### src/rtl/req_issue_pkg.sv
// Shared types and defaults for the 4-channel request issuer.
// Imported by req_chan and req_issue4.
package req_issue_pkg;

    localparam int N_CH             = 4;
    localparam int CNT_W_DEF        = 3;
    localparam int WAIT_W_DEF       = 4;
    localparam int STARVE_LIMIT_DEF = 8;

    typedef enum logic {
        IDLE,
        WAIT
    } chan_state_t;

    function automatic logic is_onehot0(input logic [N_CH-1:0] v);
        return $countones(v) <= 1;
    endfunction

endpackage

### src/rtl/req_chan.sv
// One issue channel: token counter, wait/starve tracking, done pulse.
// Grants reach this block already qualified by the global one-hot check.
module req_chan
    import req_issue_pkg::*;
#(
    parameter int CNT_W        = CNT_W_DEF,
    parameter int WAIT_W       = WAIT_W_DEF,
    parameter int STARVE_LIMIT = STARVE_LIMIT_DEF
) (
    input  logic             clock,
    input  logic             reset,
    input  logic             enable,
    input  logic             post,
    input  logic             gnt,
    input  logic             gnt_ok,
    output logic             req,
    output logic [CNT_W-1:0] pending,
    output logic             done,
    output logic             overflow,
    output logic             starve
);

    localparam logic [CNT_W-1:0]  CNT_MAX  = '1;
    localparam logic [WAIT_W-1:0] WAIT_MAX = '1;
    localparam logic [WAIT_W-1:0] LIMIT    = WAIT_W'(STARVE_LIMIT);

    chan_state_t       state_q, state_d;
    logic [WAIT_W-1:0] wait_q, wait_d;
    logic [CNT_W-1:0]  pend_d;
    logic              accept;
    logic              ovf_d;
    logic              hit_limit;

    assign req    = enable && (pending != '0);
    assign accept = gnt && req && gnt_ok;

    always_comb begin
        pend_d = pending;
        ovf_d  = 1'b0;
        if (post && !accept) begin
            if (pending == CNT_MAX) ovf_d = 1'b1;
            else pend_d = pending + 1'b1;
        end else if (accept && !post) begin
            pend_d = pending - 1'b1;
        end
    end

    always_comb begin
        state_d = state_q;
        wait_d  = wait_q;
        if (!enable) begin
            state_d = IDLE;
            wait_d  = '0;
        end else begin
            unique case (state_q)
                IDLE: begin
                    wait_d = '0;
                    if (req) state_d = WAIT;
                end
                WAIT: begin
                    if (!req) begin
                        state_d = IDLE;
                        wait_d  = '0;
                    end else if (accept) begin
                        wait_d = '0;
                    end else if (wait_q != WAIT_MAX) begin
                        wait_d = wait_q + 1'b1;
                    end
                end
                default: begin
                    state_d = IDLE;
                    wait_d  = '0;
                end
            endcase
        end
        // Counter only rises by single steps, so this fires once per run.
        hit_limit = (wait_d == LIMIT) && (wait_q != LIMIT);
    end

    always_ff @(posedge clock or negedge reset) begin
        if (!reset) begin
            state_q  <= IDLE;
            wait_q   <= '0;
            pending  <= '0;
            done     <= 1'b0;
            overflow <= 1'b0;
            starve   <= 1'b0;
        end else begin
            state_q  <= state_d;
            wait_q   <= wait_d;
            pending  <= pend_d;
            done     <= accept;
            overflow <= overflow | ovf_d;
            starve   <= starve | hit_limit;
        end
    end

endmodule

### src/rtl/req_issue4.sv
// Requester front-end for the 4-way rotating-priority arbiter.
// Four token channels plus a global grant-protocol checker.
module req_issue4
    import req_issue_pkg::*;
#(
    parameter int CNT_W        = CNT_W_DEF,
    parameter int STARVE_LIMIT = STARVE_LIMIT_DEF,
    parameter int WAIT_W       = WAIT_W_DEF
) (
    input  logic             clock,
    input  logic             reset,
    input  logic             enable,
    input  logic [3:0]       post,
    output logic [3:0]       req,
    output logic             en,
    input  logic [3:0]       gnt,
    output logic [3:0]       done,
    output logic [CNT_W-1:0] pending0,
    output logic [CNT_W-1:0] pending1,
    output logic [CNT_W-1:0] pending2,
    output logic [CNT_W-1:0] pending3,
    output logic [3:0]       overflow,
    output logic [3:0]       starve,
    output logic             proto_err
);

    logic             gnt_ok;
    logic [CNT_W-1:0] pending [N_CH];

    assign gnt_ok = is_onehot0(gnt);
    assign en     = enable && (|req);

    for (genvar i = 0; i < N_CH; i++) begin : g_chan
        req_chan #(
            .CNT_W        (CNT_W),
            .WAIT_W       (WAIT_W),
            .STARVE_LIMIT (STARVE_LIMIT)
        ) u_chan (
            .clock    (clock),
            .reset    (reset),
            .enable   (enable),
            .post     (post[i]),
            .gnt      (gnt[i]),
            .gnt_ok   (gnt_ok),
            .req      (req[i]),
            .pending  (pending[i]),
            .done     (done[i]),
            .overflow (overflow[i]),
            .starve   (starve[i])
        );
    end

    assign pending0 = pending[0];
    assign pending1 = pending[1];
    assign pending2 = pending[2];
    assign pending3 = pending[3];

    always_ff @(posedge clock or negedge reset) begin
        if (!reset) begin
            proto_err <= 1'b0;
        end else if (!gnt_ok || (|(gnt & ~req))) begin
            proto_err <= 1'b1;
        end
    end

endmodule

### config.mk
export PLATFORM = sky130hd
export DESIGN_NAME = req_issue4
export DESIGN_NICKNAME = d
export VERILOG_FILES = /design/src/rtl/req_issue_pkg.sv /design/src/rtl/req_chan.sv /design/src/rtl/req_issue4.sv
export SDC_FILE = /design/constraint.sdc
export NUM_CORES = 1
export LEC_CHECK = 0
export ABC_AREA = 0
export CAP_MARGIN = 20
export CORE_ASPECT_RATIO = 0.9
export CORE_MARGIN = 3
export CORE_UTILIZATION = 45
export DETAILED_ROUTE_END_ITERATION = 10
export HOLD_SLACK_MARGIN = 0.05
export PLACE_DENSITY = 0.7
export SLEW_MARGIN = 20
export SYNTH_ARGS = -nofsm -noshare
export SYNTH_HDL_FRONTEND = slang
export SYNTH_HIERARCHICAL = 1
export SYNTH_SLANG_ARGS = --single-unit
### constraint.sdc
create_clock -name clock -period 2.9 [get_ports clock]
set_input_delay 0.435 -clock clock [delete_from_list [all_inputs] [get_ports clock]]
set_output_delay 0.435 -clock clock [all_outputs]
set_load 0.05 [all_outputs]
==> reports/summary.md, run 1 <==
The critical setup path kind is input port to flop. Along the worst path, the maximum fanout reaches 6. Biggest area consumer among synthesized cells: sky130_fd_sc_hd__dfrtp_1.

Number of slew-limit violations in the final report: 0. The most common cell in the synthesized netlist is sky130_fd_sc_hd__dfrtp_1. The floorplan step defined a core boundary enclosing 6216 sq um. The end of the worst register-to-register path is g_chan[2].u_chan/pending[1]. The fraction of layout instances using a drive strength above 1 works out to 0.1742. The maximum clock path buffer count was 2.

Setup repair after global routing left no endpoint under its margin. Mean cell area of the mapped netlist: 9.442 sq um. The leakage dissipation is 0.001605 uW. For the worst setup path, the data required time is 3.07 ns. Measured along the y axis, the die boundary spans 82.64 microns. The fraction of synthesis flops using an asynchronous set or reset pin is 1.000, and the clock insertion delay at the later pin of the skew report is 0.30 ns. For this run, the leading register cell type out of synthesis is sky130_fd_sc_hd__dfrtp_1. The final-report hold violation count is 0, and the die outline width is 91.15 microns.

Pin count of the biggest net entering global routing: 46. After detailed placement, the total cell area comes to 3470 sq um. The count of nets after finishing was 379; the minimum clock period after layout was 2.679 ns.

Portion of the clock cycle consumed by the worst path in the final layout: 0.9239. Maximum vdd drop: 581.5 uV. The tools report the number of antenna violations at the first check in global routing as 0. The run gives 27 as the number of placement rows. Counting distinct cell types in the post-synthesis netlist gives 37. The critical path goes through dlygate4sd2_1, inv_1, fa_1, inv_1, a21boi_2, buf_6, nand3_2, o21ai_2, fa_1, a21o_1, a32oi_1, o221ai_1. For this run, design rule violations remaining after detail routing come to 0. The count of nets left with antenna violations once routing finished came out at 0.

The wire length of the first global-routing pass was 11140 microns. Yosys printed 6 warnings. The count of vias placed by the detailed router is 2538.

Synthesis inferred 45 register bits. The congestion estimate from routability-driven global placement came to 0.8256. Setup violations remaining at the end of the flow were counted as 0. Input and output buffers added on the ports amount to 40. At the pin with the least slew margin, the transition time is 0.5833 ns. Synthesis handed over a netlist of 311 instances. After detailed routing, the average wire length per cell comes to 14.16 microns.

After routing the design area is 3626 sq um. The run gives 0.006063 ns as the final clock skew. Synthesis produced a netlist with a net count of 335.

Clock tree synthesis found a total of 45 sinks. Ranked by total cell area, the synthesized netlist is headed by sky130_fd_sc_hd__dfrtp_1, sky130_fd_sc_hd__nor2_1, sky130_fd_sc_hd__fa_1. For the final routed database, the setup TNS stands at 0 ns. CTS built an H-tree with a depth of 2. The tools report the total CTS buffers as 5. The via count of the first global-routing pass is 2406, and the overall overflow remaining after global route is 0. From synthesis to final layout, the design area changed by 23.48%. The run gives 4334 microns as the placed wire-length estimate. In this run the critical register-to-register path is launched from g_chan[2].u_chan/pending[1]. Summing every instance area after synthesis gives 2937 sq um. The worst min-delay path category is input port to async pin. Power spread over the standard cell area amounts to 785.7 nW/um^2. TritonCTS built the clock tree. Power comes to 2849 uW. The run gives 0.4724 as the starting density of the core. The worst slack on hold paths is 0.1309 ns, and the number of flops mapped to enable cells by yosys is 0. The tools report the combined global-route utilization of all metal layers as 0.1790.

STA classifies the critical path endpoint as a flop. The tree is rooted in a sky130_fd_sc_hd__clkbuf_8. After detailed routing, the number of vias per cell comes to 5.729.

By count the netlist is led by sky130_fd_sc_hd__dfrtp_1, sky130_fd_sc_hd__nor2_1, sky130_fd_sc_hd__o21ai_0. The tools report the startpoint class of the critical path as an input port. The share of the yosys chip area belonging to registers came out at 0.3835.

The maximum cell stage delay along the critical path came out at 0.51 ns. Across the run, the number of max-cap violations was 0. In this run the register-to-register setup slack is 0.68 ns. Clock-pin slew was measured on the worst setup and hold paths at 0.09 ns. The data arrival time of the critical path is 2.85 ns, and the cell depth of the worst flop-to-flop path is 6. The share of the synthesized area in the top cell type is 0.3835.

The largest individual stage delay along the critical path comes from the cell sky130_fd_sc_hd__fa_1. The routed design has 6275 microns of wire. The flow ran to the end, and the final reports show no timing, DRC or antenna violations. The tools report the maximum achievable frequency as 373.2 MHz. The run gives 4 as the number of search-and-repair iterations in the first detailed-routing pass. For the max-slew headroom at the worst pin, the log shows 0.6111.

The logs give 41 for the number of top-level pins and 7532 sq um for the total die area. The antenna diode count came out at 0. The starting DRC count in detailed routing is 188, and the number of fill cells is 562.
state kept, by name, indices dropped and copies added (netlist names):
signal and cells:
g_chan.u_chan/overflow 4, g_chan.u_chan/state_q 4, proto_err 1, g_chan.u_chan/done 4, g_chan.u_chan/wait_q 16, g_chan.u_chan/pending 12
g_chan.u_chan/starve 4
layer usage:
layer / track usage / part of all wire / up-vias
li1: - / - / 1249
met1: 0.2489 / 0.48 / 1224
met2: 0.2932 / 0.47 / 58
met3: 0.02808 / 0.040 / 7
met4: 0.04970 / 0.011 / 0
met5: 0 / 0 / -
cell type report:
class                      instances  area, sq um  area share
multi-input combinational        227         1638      0.4517
sequential                        45         1126      0.3106
timing repair buffer              57        570.5      0.1573
tap                               87        108.9     0.03002
clock buffer                       6        72.57     0.02001
inverter                          19        71.32     0.01967
clock inverter                     2        38.79     0.01070
power breakdown:
group / internal (uW) / switching, uW / total [uW] / leakage [uW]
Combinational: 547 / 760 / 1310 / 0.000995
Clock: 259 / 223 / 481 / 0.0000554
Sequential: 735 / 326 / 1060 / 0.000555
how the worst max path moves through the flow:
stage	cells past startpoint	end	slack, ns	startpoint
2_1_floorplan	10	g_chan[0].u_chan/pending[1]	0.009	gnt[0]
3_3_place_gp	12	g_chan[3].u_chan/pending[1]	-0.34	gnt[0]
3_5_place_dp	12	g_chan[2].u_chan/pending[1]	-0.41	gnt[0]
4_1_cts	12	g_chan[2].u_chan/pending[1]	0.04	gnt[3]
5_1_grt	12	g_chan[0].u_chan/pending[1]	0.12	gnt[1]
6_report	12	g_chan[2].u_chan/pending[1]	0.22	gnt[1]
critical path: cells and delay by family:
family / cells / cell delay, ns
simple gates: 1 / 0.08
fa+ha+maj: 2 / 0.97
compound gates: 5 / 0.83
buf+inv: 4 / 0.52
cell families after synthesis:
| kind of cell | Yosys count | share of synthesized area |
|---|---|---|
| fa+ha+maj | 13 | 0.06817 |
| compound gates | 87 | 0.2378 |
| buf+inv | 39 | 0.06689 |
| simple gates | 115 | 0.2062 |
| xor+xnor | 8 | 0.02386 |
| flops | 45 | 0.3835 |
| mux | 4 | 0.01363 |
through the flow:
stage,cells,setup slack (ns),util
after global routing,443,0.1248,0.5833
after CTS,441,0.04033,0.5781
after detailed placement,433,-0.4083,0.5582
after global placement,433,-0.3360,0.5582
final,443,0.2207,0.5833
after floorplan,311,0.008924,-
cell usage in the layout (no fill, tap or decap), drive strengths merged, types with 5 or more instances in the layout:
master / count
dfrtp: 45
nor2: 37
clkdlybuf4s50: 31
buf: 23
o21ai: 20
nand3: 20
inv: 19
nor3: 16
nand2: 12
nand4: 8
or3: 8
a41o: 8
a21oi: 8
a32oi: 8
ha: 8
o31a: 8
a211oi: 8
and3: 8
clkbuf: 6
o221ai: 5
fa: 5
repair_timing:
action                                  CTS  global route
hold buffers                              0             0
endpoints found under the setup margin    4             6
setup buffers                             0             2
hold endpoints to repair                  0             0
pin swaps                                 5             8
gates cloned                              0             0
gates resized for setup                  11             5
Note: power is estimated with default switching activity, not from simulation.
==> inputs of run 2 (changes only) <==
--- a/config.mk
+++ b/config.mk
@@ -13,7 +13,6 @@
 export DETAILED_ROUTE_END_ITERATION = 10
 export HOLD_SLACK_MARGIN = 0.05
 export PLACE_DENSITY = 0.7
-export SLEW_MARGIN = 20
 export SYNTH_ARGS = -nofsm -noshare
 export SYNTH_HDL_FRONTEND = slang
 export SYNTH_HIERARCHICAL = 1
==> reports/summary.md, run 2 (synthesis results as in run 1) <==
The flow ran to the end, and the final reports show no timing, DRC or antenna violations. The critical setup path kind was input port to flop. In this run the critical register-to-register path is captured at g_chan[2].u_chan/pending[1]. The number of slew-limit violations in the final report was 0. The count of buffers added on input and output ports is 40. The via count of the first global-routing pass is 2406, and the total CTS buffers is 5. In this design, the stage delay of the slowest critical-path cell is 0.51 ns. The tools report the combinational cell fraction of total power as 0.459. The tools report the maximum level of the CTS H-tree as 2.

Combined global-route utilization of all metal layers: 0.1790. At the later pin of the worst-skew pair, clock insertion delay measures 0.30 ns. The number of placement rows was 27. The data arrival time of the critical path came out at 2.85 ns. The repair_antennas step left the layout with diodes totalling 0.

In this run the static leakage power is 0.001618 uW. After clock tree synthesis, the clock-pin slew on the worst setup and hold paths is 0.09 ns. The portion of the clock cycle consumed by the worst path in the final layout was 0.9253.

Summing over every cut layer, the via total after detailed routing is 2530. Setup violations remaining at the end of the flow were counted as 0. The signal on the critical path passes through dlygate4sd2_1, inv_1, fa_1, inv_1, a21boi_2, buf_6, nand3_2, o21ai_2, fa_1, a21o_1, a32oi_1, o221ai_1.

Final-report hold violation count: 0. The start of the worst register-to-register path is g_chan[2].u_chan/pending[1]. The maximum achievable frequency is 372.7 MHz, and the cell depth of the worst flop-to-flop path is 6.

TritonCTS built the clock tree. Worst min-delay path category: flop to flop. The placed wire-length estimate was 4334 microns.

The tools report the capturing element type of the critical path as a flop. The die is 91.15 microns wide. The first global-routing pass estimated 11140 microns of wire. The area growth from synthesis to layout came out at 24.41%. Leaving out fill and tap cells, the most frequent cell in the layout is sky130_fd_sc_hd__dfrtp_1.

Counting the fill cells in the layout gives 560. For this design, the sink count on the clock tree is 45. The total wirelength of the detailed-routed design was 6278 microns; the number of flip-flops in the largest register was 16. Startpoint class of the critical path: an input port. The overall overflow remaining after global route was 0. The clock tree root driver cell was sky130_fd_sc_hd__clkbuf_8.

Summing internal, switching and leakage power gives 2856 uW. IR analysis of the VDD net gives a maximum drop of 580.9 uV. The finished cells cover 3654 sq um.

Leaving out fill and tap cells, the most frequent cells in the layout are sky130_fd_sc_hd__dfrtp_1, sky130_fd_sc_hd__nor2_1, sky130_fd_sc_hd__clkdlybuf4s50_1, sky130_fd_sc_hd__inv_1. The number of antenna violations at the first check in global routing is 0. In this run, placement finished with an instance count of 433. The final standard cell utilization of the core was 0.5878. The die is 82.64 microns tall. The starting DRC count in detailed routing was 190; the remaining design rule violation count was 0. For the count of nets after finishing, the log shows 381.

The average wire per standard cell is 14.11 microns. The fraction of layout instances using a drive strength above 1 is 0.1760, and the power density over cell area is 781.6 nW/um^2. The logs give 3470 sq um for the total placed instance area and 445 for the non-filler instance count after layout.

The total die area is 7532 sq um, and the max-slew headroom at the worst pin is 0.6640. The max-cap violation count is 0. The slowest stage of the critical path is the sky130_fd_sc_hd__fa_1 cell. For flop-to-flop paths, the worst setup slack is 0.68 ns.

The tools report the starting density of the core as 0.4724. First element of the critical path: gnt[1]. The detail route stage leaves a number of antenna-violating nets equal to 0. Data on the critical path is required at its endpoint by 3.07 ns. The first TritonRoute pass finished after 4 iterations.

At the pin with the least slew margin, the transition time is 0.5024 ns. Entering global routing, the biggest net connects 46 pins. The share of total power consumed by net switching was 0.4592; the worst-path maximum fanout was 6.

The detail-routed via count per cell was 5.685. Endpoint of the most critical setup path: g_chan[2].u_chan/pending[1]. The sequential share of power came out at 0.372. The run gives 0.4789 ns as the worst slack on hold paths.

The tools report the internal power as 1544 uW. For the final database, setup skew stands at 0.005333 ns. After floorplanning, the core was sized to cover 6216 sq um. More flip-flops sit in one register than any other, and that register is g_chan.u_chan/wait_q. The analysis attributes to net switching a power of 1311 uW. The proportion of power drawn by the clock network came out at 0.170. The largest registers in the layout are g_chan.u_chan/wait_q (16), g_chan.u_chan/pending (12). Counting I/O delays and the setup requirement, the final critical path takes 2.683 ns. At the end of routability-driven placement, the weighted congestion stood at 0.8256. Pin placement for this block handled 41 I/O pins. Counting along the longest clock path gives a buffer depth of 2. Setup repair after global routing left no endpoint under its margin.
[run 2: area by class of cell]
class                   count  area [sq um]  share of cell area
multi-input cells         227          1638              0.4483
flip-flops and latches     45          1126              0.3082
repair buffers             59         598.1              0.1637
well taps                  87         108.9             0.02979
clock buffers               6         72.57             0.01986
inverters                  19         71.32             0.01952
clock inverters             2         38.79             0.01062
[run 2: per-stage QoR]
step	setup slack (ns)	TNS (ns)
after floorplan	0.008924	0
after global placement	-0.3360	-2.000
after detailed placement	-0.4083	-2.521
after CTS	0.04033	0
after global routing	0.1248	0
final	0.2168	0
[run 2: worst min-delay path by stage]
stage / start / end / slack [ns] / depth (start not counted)
6_report: g_chan[3].u_chan/starve / g_chan[3].u_chan/starve / 0.48 / 1
5_1_grt: g_chan[3].u_chan/overflow / g_chan[3].u_chan/overflow / 0.51 / 1
4_1_cts: reset / g_chan[1].u_chan/wait_q[3] / 0.35 / 1
3_5_place_dp: g_chan[2].u_chan/starve / g_chan[2].u_chan/starve / 0.46 / 1
3_3_place_gp: g_chan[1].u_chan/starve / g_chan[1].u_chan/starve / 0.45 / 1
2_1_floorplan: reset / g_chan[0].u_chan/done / 0.14 / 0
[run 2: timing repair]
action,4_1_cts,5_1_grt
setup buffers,0,2
gates resized for setup,11,5
hold buffers,0,1
pin swaps,5,8
hold endpoints to repair,0,11
endpoints found under the setup margin,4,6
[run 2: power by group through the flow]
stage | clock (uW) | combinational, uW | sequential (uW)
2_1_floorplan | 0 | 823 | 1180
3_3_place_gp | 0 | 1250 | 1070
3_5_place_dp | 0 | 1280 | 1070
4_1_cts | 495 | 1290 | 1050
5_1_grt | 519 | 1430 | 1100
6_report | 484 | 1310 | 1060
[run 2: routing by layer]
layer	up-vias	GRT usage	routed length [microns]
met5	-	0	0
met4	0	0.04970	67
met3	7	0.02808	244
met2	61	0.2932	2938
met1	1215	0.2489	3027
li1	1247	-	-
[run 2: worst max-delay path: cells and delay by family]
family	cells	cell delay (ns)
AO/OA/AOI/OAI	5	0.83
AND/OR/NAND/NOR	1	0.08
buffers and inverters	4	0.53
adder cells (fa/ha/maj)	2	0.97
==> inputs of run 3 (changes only) <==
--- a/config.mk
+++ b/config.mk
@@ -12,8 +12,7 @@
 export CORE_UTILIZATION = 45
 export DETAILED_ROUTE_END_ITERATION = 10
 export HOLD_SLACK_MARGIN = 0.05
-export PLACE_DENSITY = 0.7
+export PLACE_DENSITY = 0.73
 export SYNTH_ARGS = -nofsm -noshare
 export SYNTH_HDL_FRONTEND = slang
-export SYNTH_HIERARCHICAL = 1
 export SYNTH_SLANG_ARGS = --single-unit
==> constraint.sdc (replaced) <==
create_clock -name clock -period 2.2 [get_ports clock]
set_input_delay 0.33 -clock clock [delete_from_list [all_inputs] [get_ports clock]]
set_output_delay 0.33 -clock clock [all_outputs]
set_load 0.05 [all_outputs]
==> reports/summary.md, run 3 <==
Ranked by total cell area, the synthesized netlist is headed by sky130_fd_sc_hd__dfrtp_1, sky130_fd_sc_hd__buf_4, sky130_fd_sc_hd__nor2_1. In this design, the stage delay of the slowest critical-path cell is 0.48 ns. The logs give 2.58 ns for the data arrival time of the critical path and 0 for the remaining antenna violation count after routing.

The share of the yosys chip area belonging to registers came out at 0.4113. The clock net in this run drives a total of 45 sinks. In this run, synthesis inferred 0 flip-flops with an integrated enable. Placed wire-length estimate: 4561 microns.

The portion of the clock cycle consumed by the worst path in the final layout was 1.065. Across the run, the number of max-cap violations was 0. IR analysis of the VDD net gives a maximum drop of 767.7 uV. The combined global-route utilization of all metal layers was 0.1983; the max-slew headroom at the worst pin was 0.6192.

The flow ran to the end, but the final reports show violations. The tools report the worst setup timing slack at the placement stage as -0.9683 ns. The most frequent standard cell in the layout excluding fill and tap cells was sky130_fd_sc_hd__buf_4. The capturing element type of the critical path is a flop. TritonCTS built the clock tree. The worst-path maximum fanout was 5. The worst path in the final design needs a cycle of 2.343 ns, including I/O delays and setup. The first TritonRoute pass finished after 4 iterations. The path class of the tightest hold or removal check is input port to async pin. A synthesized cell averages 9.375 sq um. The clock passes through at most 2 buffers.

The register with the most flip-flops in the layout has 16 of them. STA classifies the critical path startpoint as an input port. For this run, the number of Yosys warnings is 0. The critical setup path kind is input port to flop.

In this run, distinct cell masters in the synthesized netlist total 53. The final standard cell utilization of the core was 0.6601; the count of hold buffers inserted by post-cts repair was 0. Static timing analysis puts the maximum clock frequency at 426.8 MHz.

The run gives 0.001695 uW as the leakage dissipation. The share of the synthesized area in the top cell type was 0.4113; the setup violation total in the final timing report was 5. The final critical-path setup slack was -0.1431 ns.

The slowest stage of the critical path is the sky130_fd_sc_hd__fa_1 cell. The area growth from synthesis to layout came out at 39.63%. The repair_antennas step left the layout with diodes totalling 0.

For the number of antenna violations at the first check in global routing, the log shows 0. The signal on the critical path passes through buf_8, inv_4, fa_1, and2b_2, or3_4, nand2_4, fa_2, nor2_1, or4b_4, a21oi_2, a31o_1. The register clock-pin slew on the reported worst setup and hold paths was 0.09 ns; the vertical die dimension was 80.00 microns. The count of vias placed by the detailed router came out at 2382. In the synthesized netlist the dominant register cell turns out to be sky130_fd_sc_hd__dfrtp_1. Die outline width: 88.22 microns. In the routed design, unresolved DRC markers number 0. The run gives 11100 microns as the wire length of the first global-routing pass. The clock insertion delay at the later pin of the skew report is 0.31 ns. The via count of the first global-routing pass was 2411; the power density over cell area was 1082 nW/um^2.

The logs give 0 for the overall overflow remaining after global route and 46 for the pin count of the biggest net entering global routing. In the synthesized netlist, the cells that appear most often are sky130_fd_sc_hd__dfrtp_1, sky130_fd_sc_hd__nor2_1, sky130_fd_sc_hd__nand2_1. The run gives 7057 sq um as the total die area. The detail-routed via count per cell works out to 5.426. Setup repair after global routing could not meet its margin everywhere. The actual slew at the worst max-slew pin works out to 0.5712 ns.

TritonCTS created 5 clock buffers. The final reports fail on setup timing. At the end of the flow, the number of nets in the layout was 392. Row generation in the floorplan step produced 26 rows.

The number of slew-limit violations in the final report is 0, and the critical path data required time is 2.44 ns. The synthesized netlist occupies a cell area of 2738 sq um. The core region is 5791 sq um.

After detailed routing, the total wire length is 6427 microns. The largest registers in the layout are g_chan.u_chan.wait_q (16), g_chan.u_chan.pending (12). The starting density of the core was 0.4728; the number of fill cells was 462. Register name with the most flops: g_chan.u_chan.wait_q.

Synthesis inferred 45 register bits. The routability congestion estimate was 0.8628. In this run the clock root is driven by a sky130_fd_sc_hd__clkbuf_8.

The fraction of synthesis flops using an asynchronous set or reset pin is 1.000. The H-tree generated during clock tree synthesis spans 2 levels. The fraction of layout instances using a drive strength above 1 was 0.3360; the average wire per standard cell was 14.64 microns. The number of standard cells after synthesis came out at 292. 41 I/O pins were placed. The post-synthesis net count came out at 316.

By instance count, the leading cell after synthesis is sky130_fd_sc_hd__dfrtp_1. The final-report hold violation count came out at 0. The biggest area consumer among synthesized cells was sky130_fd_sc_hd__dfrtp_1. The count of input and output buffers is 40.

The detailed router finished its first iteration with 135 violations. Final hold analysis gives a worst-case slack of 0.08926 ns. On the final layout, the worst clock skew is 0.009135 ns. Leaving out fill and tap cells, the most frequent cells in the layout are sky130_fd_sc_hd__buf_4, sky130_fd_sc_hd__dfrtp_1, sky130_fd_sc_hd__clkdlybuf4s50_1, sky130_fd_sc_hd__nor2_1, sky130_fd_sc_hd__nand2_1.
[run 3: cell types whose count changed after synthesis, sizes merged, moves of 7 or more]
| cell | previous run | this run |
|---|---|---|
| a32oi | 8 | 0 |
| nand2 | 12 | 26 |
| nand3 | 20 | 13 |
| nor2 | 37 | 27 |
| o21ai | 20 | 6 |
| o31a | 8 | 1 |
[run 3: stage by stage]
stage | instance area, sq um | std cells | TNS, ns | total power [uW]
after detailed placement | 3535 | 422 | -16.05 | 3328
after global routing | 3822 | 439 | -1.026 | 4401
after global placement | 3535 | 422 | -14.90 | 3273
after CTS | 3721 | 434 | -0.4344 | 4065
final | 3822 | 439 | -0.4237 | 4136
after floorplan | 2836 | 292 | -1.770 | 2581
[run 3: power by group]
group | switching (uW) | internal [uW]
registers | 184 | 998
logic | 1310 | 980
clock network | 291 | 371
total | 1790 | 2350
[run 3: worst max-delay path, delay by kind of cell]
kind,cells,cell delay (ns)
buffers and inverters,2,0.11
AND/OR/NAND/NOR,5,1.02
AO/OA/AOI/OAI,2,0.25
adder cells (fa/ha/maj),2,0.86
[run 3: worst paths after layout]
| path | startpoint | end | slack (ns) | depth (start not counted) |
|---|---|---|---|---|
| worst max-delay path | gnt[1] | g_chan[3].u_chan.pending[2] | -0.14 | 11 |
| worst min-delay path | reset | g_chan[2].u_chan.starve | 0.09 | 2 |
| worst max register to register | g_chan[3].u_chan.pending[0] | g_chan[3].u_chan.pending[2] | 0.01 | 8 |
| worst min register to register | g_chan[3].u_chan.overflow | g_chan[3].u_chan.overflow | 0.47 | 1 |
| max in group asynchronous | reset | g_chan[3].u_chan.pending[2] | 1.68 | 2 |
| min in group clock | gnt[0] | proto_err | 0.33 | 3 |
[run 3: area by class of cell]
type | instances | area [sq um] | area share
clock inverter | 1 | 30.03 | 0.007856
tap | 70 | 87.58 | 0.02291
multi-input combinational | 195 | 1485 | 0.3885
inverter | 25 | 106.4 | 0.02782
timing repair buffer | 96 | 890.9 | 0.2331
sequential | 45 | 1136 | 0.2972
clock buffer | 7 | 86.33 | 0.02259
[run 3: layer usage]
layer | track usage | part of all wire
met3 | 0.03818 | 0.036
met4 | 0.06193 | 0.011
met2 | 0.3214 | 0.50
met5 | 0 | 0
met1 | 0.2671 | 0.46
[run 3: timing repair]
item | 4_1_cts | 5_1_grt
setup buffers | 4 | 5
pin swaps | 11 | 9
resized for setup | 28 | 15
hold endpoints to repair | 0 | 0
setup endpoints to repair | 19 | 9
cloned | 0 | 0
[run 3: kinds of logic (layout without fill, tap and decap cells)]
| family | count (synthesis) | after routing | synth area share |
|---|---|---|---|
| AOI/OAI and AO/OA | 57 | 57 | 0.1609 |
| xor gates and xnor gates | 7 | 7 | 0.02240 |
| adders and majority gates | 13 | 13 | 0.07313 |
| buffers and inverters | 52 | 129 | 0.09826 |
| DFF | 45 | 45 | 0.4113 |
| muxes | 10 | 10 | 0.03885 |
| and+or+nand+nor | 108 | 108 | 0.1952 |
